<file path="src/rtl/fetch_decode_buffer.sv">
// Fetch-to-decode instruction queue: circular FIFO of {instr, pc_plus_4} entries.
// Define FDB_BYPASS_EN to forward a fetch straight to decode when the queue is empty.
module fetch_decode_buffer #(
    parameter int          DEPTH     = 4,
    parameter logic [31:0] INIT_WORD = 32'h0000_0000
) (
    input  logic                     clk,
    input  logic                     reset,
    input  logic                     in_valid,
    input  logic [31:0]              in_instr,
    input  logic [31:0]              in_pc_plus_4,
    output logic                     in_ready,
    input  logic                     flush,
    output logic                     out_valid,
    output logic [31:0]              out_instr,
    output logic [31:0]              out_pc_plus_4,
    input  logic                     out_ready,
    output logic [$clog2(DEPTH):0]   count
);

    localparam int AW = $clog2(DEPTH);
    localparam int CW = AW + 1;

    logic [31:0]   instr_mem [DEPTH];
    logic [31:0]   pc_mem    [DEPTH];

    logic [AW-1:0] rd_ptr_q, rd_ptr_d;
    logic [AW-1:0] wr_ptr_q, wr_ptr_d;
    logic [CW-1:0] count_q,  count_d;

    logic empty;
    logic full;
    logic bypass_hit;
    logic push;
    logic pop;
    logic store;
    logic deq;

    always_comb begin
        empty    = (count_q == '0);
        full     = (count_q == CW'(DEPTH));
        in_ready = !full;
`ifdef FDB_BYPASS_EN
        bypass_hit = empty && in_valid && !flush && !reset;
`else
        bypass_hit = 1'b0;
`endif
        out_valid = !empty || bypass_hit;
        push      = in_valid && in_ready && !flush;
        pop       = out_valid && out_ready && !flush;
        // A bypassed entry that decode takes immediately never touches storage.
        store     = push && !(bypass_hit && pop);
        deq       = pop && !bypass_hit;
    end

    always_comb begin
        rd_ptr_d = rd_ptr_q;
        wr_ptr_d = wr_ptr_q;
        count_d  = count_q;
        if (flush) begin
            rd_ptr_d = '0;
            wr_ptr_d = '0;
            count_d  = '0;
        end else begin
            if (store) wr_ptr_d = wr_ptr_q + AW'(1);
            if (deq)   rd_ptr_d = rd_ptr_q + AW'(1);
            case ({store, deq})
                2'b10:   count_d = count_q + CW'(1);
                2'b01:   count_d = count_q - CW'(1);
                default: count_d = count_q;
            endcase
        end
    end

    always_ff @(posedge clk or posedge reset) begin
        if (reset) begin
            rd_ptr_q <= '0;
            wr_ptr_q <= '0;
            count_q  <= '0;
        end else begin
            rd_ptr_q <= rd_ptr_d;
            wr_ptr_q <= wr_ptr_d;
            count_q  <= count_d;
        end
    end

    // Storage is left uninitialised; occupancy alone decides what is visible.
    always_ff @(posedge clk) begin
        if (store) begin
            instr_mem[wr_ptr_q] <= in_instr;
            pc_mem[wr_ptr_q]    <= in_pc_plus_4;
        end
    end

    always_comb begin
        out_instr     = INIT_WORD;
        out_pc_plus_4 = INIT_WORD;
        if (!empty) begin
            out_instr     = instr_mem[rd_ptr_q];
            out_pc_plus_4 = pc_mem[rd_ptr_q];
        end
`ifdef FDB_BYPASS_EN
        else if (bypass_hit) begin
            out_instr     = in_instr;
            out_pc_plus_4 = in_pc_plus_4;
        end
`endif
    end

    assign count = count_q;

endmodule
</file>
<file path="config.mk">
export PLATFORM = sky130hd
export DESIGN_NAME = fetch_decode_buffer
export DESIGN_NICKNAME = d
export VERILOG_FILES = /design/src/rtl/fetch_decode_buffer.sv
export SDC_FILE = /design/constraint.sdc
export NUM_CORES = 1
export LEC_CHECK = 0
export CORE_UTILIZATION = 51
export CTS_BUF_LIST = sky130_fd_sc_hd__clkbuf_8
export CTS_CLUSTER_SIZE = 25
export DETAILED_ROUTE_END_ITERATION = 10
export PLACE_DENSITY = 0.72
export SYNTH_ARGS = -nofsm -noshare
export SYNTH_HDL_FRONTEND = slang
export SYNTH_SLANG_ARGS = --single-unit
</file>
<file path="constraint.sdc">
create_clock -name clk -period 3.5 [get_ports clk]
set_input_delay 0.35 -clock clk [delete_from_list [all_inputs] [get_ports clk]]
set_output_delay 0.35 -clock clk [all_outputs]
set_load 0.02 [all_outputs]
</file>
; Word level (Yosys, flattened, before mapping)
; Memory sizes are Yosys's and may differ from the RTL's.
; Cells that the tools add are included.
[op_classes]
n_addsub = 4
multipliers = 0
div_mod_pow = 0
n_lt_le_gt_ge = 0
n_eq_ne = 3
n_shift = 0
n_mux = 10
n_bitwise = 0
reduce_logical = 11
[op_table]
columns = operator, n
row1 = $mux W32, 2
row2 = $mux W2, 4
row3 = $pmux W3 S2, 1
row4 = $add A2 B1 Y2 const B, 2
row5 = $logic_and A1 B1 Y1, 4
row6 = $reduce_bool A2 Y1, 2
row7 = $add A3 B1 Y3 const B, 1
row8 = $eq A3 B3 Y1 const B, 1
row9 = $logic_not A1 Y1, 3
row10 = $logic_not A3 Y1, 1
row11 = $mux W3, 1
row12 = $reduce_bool A3 Y1, 1
row13 = $sub A3 B1 Y3 const B, 1
row14 = $eq A2 B1 Y1 const B, 1
row15 = $eq A2 B2 Y1 const B, 1
row16 = $mux W1, 2
[word_totals]
regBits = 7
latch_bits = 0
mem_bits_rw = 256
rom_bits = 0
wordCells = 33
memories = 2
[mem_list]
columns = name, words, word_bits, read_ports, rd_ports_with_merged_regs, write_ports, line
row1 = instr_mem, 4, 32, 1, 0, 1, 24  ; logic [31:0] instr_mem [DEPTH];
row2 = pc_mem, 4, 32, 1, 0, 1, 25  ; logic [31:0] pc_mem [DEPTH];

; Logic depth before layout (Yosys ltp)
[depth]
ltp_word = 7
mapped_depth = 7
depth_no_buf = 6

; Least setup slack after synthesis
; OpenSTA, ideal clock, no wires.
[synth_timing]
path_kind = register to register
start = register count_q[0], in the netlist count[0]
end = memory instr_mem[0][0], enable pin
arrival_time_ps = 2554
t_required_ps = 3071
setup_slack_ps = 517
path_stages_with_launch = 5
n_path_buf = 1
synth_period_minus_slack_ps = 2983
cell_sequence = dfrtp_1 -> buf_2 -> nor3b_1 -> nor3_1 -> and2_1
[synth_via]
elab_chain_cells = 6
[synth_lines]
columns = element, line
row1 = from (decl), 29  ; logic [CW-1:0] count_q, count_d;
row2 = from (signal assigned), 83  ; count_q <= count_d;
row3 = $eq A3 B3 Y1, 41  ; full = (count_q == CW'(DEPTH));
row4 = $logic_not A1 Y1, 42  ; in_ready = !full;
row5 = $logic_and A1 B1 Y1 (2 in series), 49  ; push = in_valid && in_ready && !flush;
row6 = $mux W1, 89  ; if (store) begin
row7 = $mux W1 (implied by the code), 90  ; instr_mem[wr_ptr_q] <= in_instr;
row8 = to (decl), 24
; No other way between the ends.

; Final worst setup path
[layout_timing]
start = register count_q[1], in the netlist count[1]
end = output port out_pc_plus_4[25]
[layout_via]
elab_chain_cells = 2
[layout_lines]
columns = element, line
row1 = $logic_not A3 Y1, 40  ; empty = (count_q == '0);
row2 = $mux W32, 98  ; if (!empty) begin
row3 = to (decl), 16  ; output logic [31:0] out_pc_plus_4,
; No other way between the ends.

==> flow_summary.yaml <==
placement:
  port-buffer-count: 137
  dpl-instance-area_mm2: 0.0120
  gp_congestion: 0.741
  dpl.cell_count: 860
  dp_slack_ns: 0.732
  dpl.hpwl_um: 11700
grt:
  track_usage_pct: 19.3
  antenna_found_initial: 1
  grt.overflow.total: 0
  grt_first_pass_wirelength_um: 28900
  first_global_vias: 5367
  grt_max_degree: 66
drt:
  route.met2.wl_um: 9960
  wl_per_cell_um: 20.5
  top_layer_used: "met4"
  viasPerCell: 5.35
  drt_iter0_drc: 258
  vias: 4999
  first_pass_iters: 6
  drt_wl_total_um: 19100
  ant_nets: 0
  drc: 0
  m1WireLength_um: 7750
  met3_length_um: 1040
logic_synthesis:
  async_flop_share_pct: 2.66
  syn-cell-area_mm2: 0.0102
  netlist.area_leader.share_pct: 75.3
  yosys.area.top_type: "edfxtp_1"
  yosysWarnings: 0
  ys_seq_area_share_pct: 77.0
  syn-num-nets: 544
  yosysUniqueCellTypes: 35
  yosysMostFrequentCell: "edfxtp_1"
  synth_flop_cell: "edfxtp_1"
  synth_edf_count: 256
  synth_commonest_cells: "256 x edfxtp_1, 68 x and2_1, 64 x mux4_2"
  yosys-top-cells-area: "edfxtp_1 75%, mux4_2 14%, and2_1 4.2%"
  synthCells: 470
  avgSynthCellArea_um2: 21.7
  synth_seq_cells: 263
setup_path:
  setup.worst_path.start_class: "flop"
  reg2reg_depth: 5
  crit_slowest_cell: "or3_2"
  cp_cell_sequence: "or3_2, and2_1, clkdlybuf4s50_1"
  worstPathRequired_ns: 3.15
  critical_path_class: "flop to output port"
  crit_arrival_ns: 2.94
  reg2reg_setup_slack_ns: 1.24
  r2r-start: "count[1]"
  end_kind: "output port"
  path_delay_family: "simple AND/OR/NAND/NOR gates"
  crit_buf_inv: 1
  max_stage_delay_ns: 0.98
  rr_endpoint: "count[2]"
  crit_fanout: 65
power_and_ir_drop:
  max-vdd-ir-drop_v: 0.000323
  power_mw: 6.79
  pwr-share-comb_pct: 13.9
  switching_share_pct: 23.9
  p_per_area_mw_per_mm2: 535
  power.share.sequential_pct: 53.1
  p_leak_nw: 4.07
  power_switching_mw: 1.62
  p_int_mw: 5.17
  power_frac_clock_pct: 32.9
timing:
  period_needed_ns: 3.29
  finalCritPeriodShare_pct: 93.9
  worst_slack_ns: 0.212
  worstMarginPinSlew_ns: 1.01
  fin_tns_setup_ns: 0
  max_freq_mhz: 304
  holdWs_ns: 0.0599
  slew_viol_final: 0
  hold_viol_final: 0
  relSlewSlack_pct: 32.7
  setup_viol: 0
  worst_clock_skew_ns: 0.0214
  grt_setup_unrepaired: "false"
cts:
  cts_tree: "built"
  clk_pin_slew_worst_paths_ns: 0.07
  postCtsHoldBufs: 0
  cts_setup_buffers: 0
  worstSkewPairLatency_ns: 0.54
  cts.repair.resized: 0
  clock-sinks: 263
  cts_buffer_depth: 3
  htree_levels: 2
  root_buffer: "clkbuf_8"
  cts_buffers: 42
layout:
  drive_gt1_share_pct: 20.5
  stdcell_count: 934
  fill_cells: 1347
  final_area_mm2: 0.0127
  area_delta_synth_final_pct: 24.2
  multi_input_area_mm2: 0.00218
  nets: 713
  post-route-util_pct: 65.0
  regArea_mm2: 0.00787
die:
  die_w_um: 144
  rows: 51
  initial_core_util_pct: 52.3
  coreArea_mm2: 0.0195
  die_h_um: 144
  dieArea_mm2: 0.0206
  io_pins: 138
job:
  max-cap-violations: 0
min_path:
  hold_class: "input port to asynchronous set/reset pin"
run_status:
  run_status: "complete, no violations"
area by class of cell:
cell class                 count  share of cell area, %
sequential                   263                   62.0
multi-input combinational    174                   17.2
timing repair buffer         151                   12.3
clock buffer                  42                   4.56
tap                          265                   2.61
clock inverter                31                   1.07
inverter                       7                  0.207
antenna                        1                 0.0197
how the worst max path moves through the flow:
stage / startpoint / slack, ns / end / depth (start not counted)
6_report: count[1] / 0.21 / out_pc_plus_4[25] / 3
5_1_grt: count[1] / 0.008 / out_pc_plus_4[25] / 3
4_1_cts: count[1] / 0.15 / out_pc_plus_4[25] / 3
3_5_place_dp: in_valid / 0.73 / instr_mem[0][18] / 5
3_3_place_gp: rd_ptr_q[0] / 0.78 / out_instr[23] / 4
2_1_floorplan: count[0] / 0.52 / instr_mem[0][0] / 4
cell families after synthesis:
kind of cell               Yosys count  synth area share [%]
muxes                               65                  14.2
AOI/OAI and AO/OA                   14                 0.943
and+or+nand+nor                     87                  5.11
adders and majority gates            5                 0.686
xor gates and xnor gates             3                 0.257
DFF                                263                  77.0
buffers and inverters               33                  1.80
metal layers:
layer / vias up / track usage, %
li1: 2241 / -
met3: 29 / 5.00
met4: 0 / 6.27
met2: 144 / 33.9
met5: - / 0
met1: 2585 / 23.2
power by group through the flow:
stage | logic (mW) | registers [mW] | clock network (mW)
floorplan | 0.564 | 3.64 | 0
global placement | 0.942 | 3.67 | 0
detailed placement | 0.958 | 3.67 | 0
CTS | 0.962 | 3.61 | 2.29
global route | 1.01 | 3.62 | 2.42
finish | 0.945 | 3.61 | 2.24
cells in the final DEF, fill, tap and decap left out, types with 2 or more instances in the layout:
cell and n:
edfxtp_1 256, clkdlybuf4s50_1 137, mux4_2 64, and2_1 64
clkbuf_8 42, inv_1 17, clkinv_1 13, buf_4 7
buf_12 7, nor2_1 5, clkinv_2 5, dfrtp_1 5
nand3_1 4, and2_4 4, ha_1 4, a21oi_1 3
o2111ai_1 2, o21ai_0 2, xor2_1 2, nand2_1 2
nor3_1 2, nand2b_1 2, clkinvlp_4 2, dfrtp_4 2
state kept, by name, summed over array words and instances, names as in the netlist:
signal and cells:
count 3, instr_mem 128, pc_mem 128, rd_ptr_q 2, wr_ptr_q 2
Power figures use the tool's default switching activity.
